**src/rtl/ufa_add_arbiter.sv**
```systemverilog
// ufa_add_arbiter: round-robin sharing of one combinational adder between two requesters
module ufa_add_arbiter #(
    parameter int WIDTH  = 64,
    parameter int DP_LAT = 1
) (
    input  logic             clk,
    input  logic             rst,
    input  logic             req0_valid,
    output logic             req0_ready,
    input  logic [WIDTH-1:0] req0_a,
    input  logic [WIDTH-1:0] req0_b,
    input  logic             req0_cin,
    input  logic             req1_valid,
    output logic             req1_ready,
    input  logic [WIDTH-1:0] req1_a,
    input  logic [WIDTH-1:0] req1_b,
    input  logic             req1_cin,
    output logic [WIDTH-1:0] dp_a,
    output logic [WIDTH-1:0] dp_b,
    output logic             dp_cin,
    input  logic [WIDTH-1:0] dp_sum,
    input  logic             dp_cout,
    output logic             rsp_valid,
    input  logic             rsp_ready,
    output logic             rsp_id,
    output logic [WIDTH-1:0] rsp_sum,
    output logic             rsp_cout,
    output logic             busy
);
    localparam logic [1:0] IDLE = 2'd0, EXEC = 2'd1, RESP = 2'd2;
    logic [1:0] state;
    logic       last_grant;
    logic [3:0] cnt;
    logic       grant;
    // On a tie the requester that did not win last time gets the adder
    always_comb grant = (req0_valid & req1_valid) ? ~last_grant : req1_valid;
    assign req0_ready = (state == IDLE) & req0_valid & ~grant;
    assign req1_ready = (state == IDLE) & req1_valid & grant;
    assign rsp_valid  = state == RESP;
    assign busy       = state != IDLE;
    // Accept, hold operands while the carry network settles, then present the result
    always_ff @(posedge clk) begin
        if (rst) begin
            state      <= IDLE;
            last_grant <= 1'b1;
            cnt        <= '0;
            dp_a       <= '0;
            dp_b       <= '0;
            dp_cin     <= 1'b0;
            rsp_id     <= 1'b0;
            rsp_sum    <= '0;
            rsp_cout   <= 1'b0;
        end else begin
            case (state)
                IDLE: if (req0_ready | req1_ready) begin
                    dp_a       <= grant ? req1_a : req0_a;
                    dp_b       <= grant ? req1_b : req0_b;
                    dp_cin     <= grant ? req1_cin : req0_cin;
                    rsp_id     <= grant;
                    last_grant <= grant;
                    cnt        <= 4'(DP_LAT - 1);
                    state      <= EXEC;
                end
                EXEC: if (cnt == 4'd0) begin
                    rsp_sum  <= dp_sum;
                    rsp_cout <= dp_cout;
                    state    <= RESP;
                end else begin
                    cnt <= cnt - 4'd1;
                end
                RESP: if (rsp_ready) state <= IDLE;
                default: state <= IDLE;
            endcase
        end
    end
endmodule

```
**config.mk**
```make
export PLATFORM = sky130hd
export DESIGN_NAME = ufa_add_arbiter
export DESIGN_NICKNAME = d
export VERILOG_FILES = /design/src/rtl/ufa_add_arbiter.sv
export SDC_FILE = /design/constraint.sdc
export NUM_CORES = 1
export LEC_CHECK = 0
export ABC_AREA = 1
export BUFFER_PORTS_ARGS = -buffer_cell sky130_fd_sc_hd__buf_2
export CAP_MARGIN = 5
export CORE_AREA = 2 2 203 205
export DETAILED_ROUTE_END_ITERATION = 8
export DIE_AREA = 0 0 205 207
export SYNTH_ARGS = -nofsm -noshare
export SYNTH_HDL_FRONTEND = slang
export SYNTH_SLANG_ARGS = --single-unit
```
**constraint.sdc**
```tcl
create_clock -name clk -period 3.51 [get_ports clk]
set_input_delay 1.053 -clock clk [delete_from_list [all_inputs] [get_ports clk]]
set_output_delay 1.053 -clock clk [all_outputs]
set_load 0.02 [all_outputs]
```
==> impl_metrics.py <==
metrics = {
    "synthesis": {
        "synthDistinctLibCells": 21,
        "synth_nets": 1643,
        "postSynthAreaPerCell_sq_um": 6.58,
        "synth_top_area_cell": "dfxtp_1",
        "ys_seq_area_share_pct": 46.8,
        "ys_top_cells_by_area": "dfxtp_1, nand2_1, nor2_1",
        "netlist_area_sq_um": 8640,
        "synth.top_cell.area_share_pct": 46.8,
        "yosysWarnings": 0,
        "synth_seq_cells": 202,
        "syn_inst": 1313,
    },
    "power_and_ir_drop": {
        "p_total_w": 0.00858,
        "power_density_nw_per_um2": 684,
        "peakVddDrop_mv": 0.566,
        "leakage_nw": 6.88,
    },
    "floorplanning": {
        "num_rows": 74,
        "die_area_sq_um": 42400,
        "ios": 527,
        "die_w_um": 205,
        "die_h_um": 207,
        "start_util_pct": 21.4,
        "core_sq_um": 40400,
    },
    "worst_setup_path": {
        "required_ps": 2460,
        "critPathMaxFanout": 5,
        "worstPathArrival_ps": 1710,
        "startpoint_type": "input pin",
        "endpoint_kind": "primary output",
        "critPathKind": "input pin to primary output",
    },
    "layout": {
        "drive_above_1_share_pct": 32.6,
        "diodes": 0,
        "areaGrowthSynthToFinish_pct": 45.1,
        "num-fill-cells": 4433,
        "final_nets": 2117,
        "final_util_pct": 31.1,
    },
    "placement": {
        "hpwl_mm": 22.1,
        "pre_cts_slack_ps": 755,
        "portBuffers": 526,
        "gp_congestion": 0.868,
    },
    "global_routing": {
        "grt_remaining_overflow": 0,
        "grt_pass1_wl_mm": 47.0,
        "antenna_found_initial": 1,
        "grt_max_degree": 131,
        "grt_pass1_vias": 9239,
        "grt.total_usage_pct": 13.6,
    },
    "clock_tree": {
        "numCtsBuffers": 24,
        "h-tree-depth": 1,
        "postCtsSetupBuffers": 0,
        "hold_buffers": 0,
        "clk_pin_slew_ps": 50,
        "cts.sinks": 202,
        "clk_latency_ps": 520,
        "cts_tree": "done",
        "ctsResizeCount": 0,
        "cts_buffer_depth": 3,
        "root_buffer": "clkbuf_16",
    },
    "drt": {
        "drc": 0,
        "ant_nets": 0,
        "avgRoutedWirePerCell_um": 13.2,
        "via_per_inst": 4.23,
        "drt_pass1_iterations": 4,
        "first_iter_violations": 598,
        "num_vias": 9879,
        "postRouteWirelength_mm": 30.8,
    },
    "sta": {
        "holdWs_ps": 473,
        "fmax_ghz": 0.362,
        "fin_skew_ps": 9.31,
        "period_needed_ps": 2760,
        "slew_headroom_pct": 32.8,
        "period_share_pct": 78.8,
        "hold_violations": 0,
        "worstMarginPinSlew_ps": 1010,
        "slew_violations": 0,
        "timing.final.ws_setup_ps": 746,
        "tns_ps": 0,
        "finalSetupViolCount": 0,
        "rsz0062_at_grt": "false",
    },
    "status": {
        "status": "finished clean",
    },
    "hold_path": {
        "min_path_type": "flip-flop to flip-flop",
    },
    "job": {
        "drv_cap": 0,
    },
}
state kept, by name (all words and copies together), names as in the netlist:
register and flops:
rsp_cout 1, state 2, rsp_id 1, last_grant 1, cnt 4, dp_b 64
rsp_sum 64, dp_cin 1, dp_a 64
worst paths after layout:
kind	to	cells after the start	startpoint	slack [ps]
hold reg to reg	rsp_id	2	rsp_id	470
setup reg to reg	rsp_sum[44]	8	cnt[0]	1490
setup / recovery	req1_ready	5	req0_valid	750
hold / removal	rsp_id	2	rsp_id	470
metal layers:
metal,track usage [%],wire length (um),vias to the layer above
li1,-,-,5029
met1,16.2,13000,4415
met2,23.8,14500,383
met3,3.26,2410,52
met4,4.49,901,0
met5,0,0,-
layout make-up:
cell class	instances	area, sq um	area share (%)
inverters	11	48.8	0.389
well taps	532	666	5.31
multi-input cells	1009	4100	32.7
flip-flops and latches	202	4040	32.3
clock inverters	8	144	1.15
repair buffers	539	2810	22.4
clock buffers	36	727	5.80
critical path: stages:
cell and delay (ps):
buf_2 110, nand2_1 140, nand3_2 170, inv_1 80
buf_2 160
logic make-up (layout without fill, tap and decap cells):
kind of cell               count (synthesis)  count (layout)  synth area share, %
and+or+nand+nor                          808             808                 35.5
buffers and inverters                    102             594                 5.91
adders and majority gates                  2               2                0.290
DFF                                      202             202                 46.8
AOI/OAI and AO/OA                        199             199                 11.5
power breakdown:
part	switching, W	internal [W]	leakage, nW
combinational	0.00193	0.000897	4.78
sequential	0.000234	0.00281	1.67
clock	0.000985	0.00172	0.430
cell usage in the layout, fill, tap and decap left out, types with 2 or more instances in the layout:
cell type / instances
buf_4: 7
inv_4: 3
nand2_1: 398
nor2_1: 398
a21oi_1: 5
buf_12: 6
ha_1: 2
clkbuf_16: 25
buf_2: 526
bufinv_16: 4
o21ai_1: 22
nand3_1: 4
dfxtp_1: 202
clkbuf_1: 5
clkbuf_8: 6
o21ai_0: 172
nor2_4: 2
nand2_4: 2
clkinv_2: 3
inv_1: 7
metrics by stage:
step	cells	instance area, sq um
after detailed placement	2293	11700
after CTS	2337	12500
final	2337	12500
after floorplan	1313	8640
after global routing	2337	12500
after global placement	2293	11700
cell usage after synthesis:
cell      instances
nand2_1         399
clkbuf_1         26
nor2_1          398
buf_2            47
inv_2             4
nor2_2            1
dfxtp_1         202
o21ai_0         172
nand2_2           2
buf_6             1
buf_4            16
nand3_1           4
nor2_4            1
ha_1              2
nor3_1            1
inv_1             7
a21oi_1           5
and3_1            1
clkbuf_2          1
nand3_2           1
o21ai_1          22
Power figures use the tool's default switching activity.
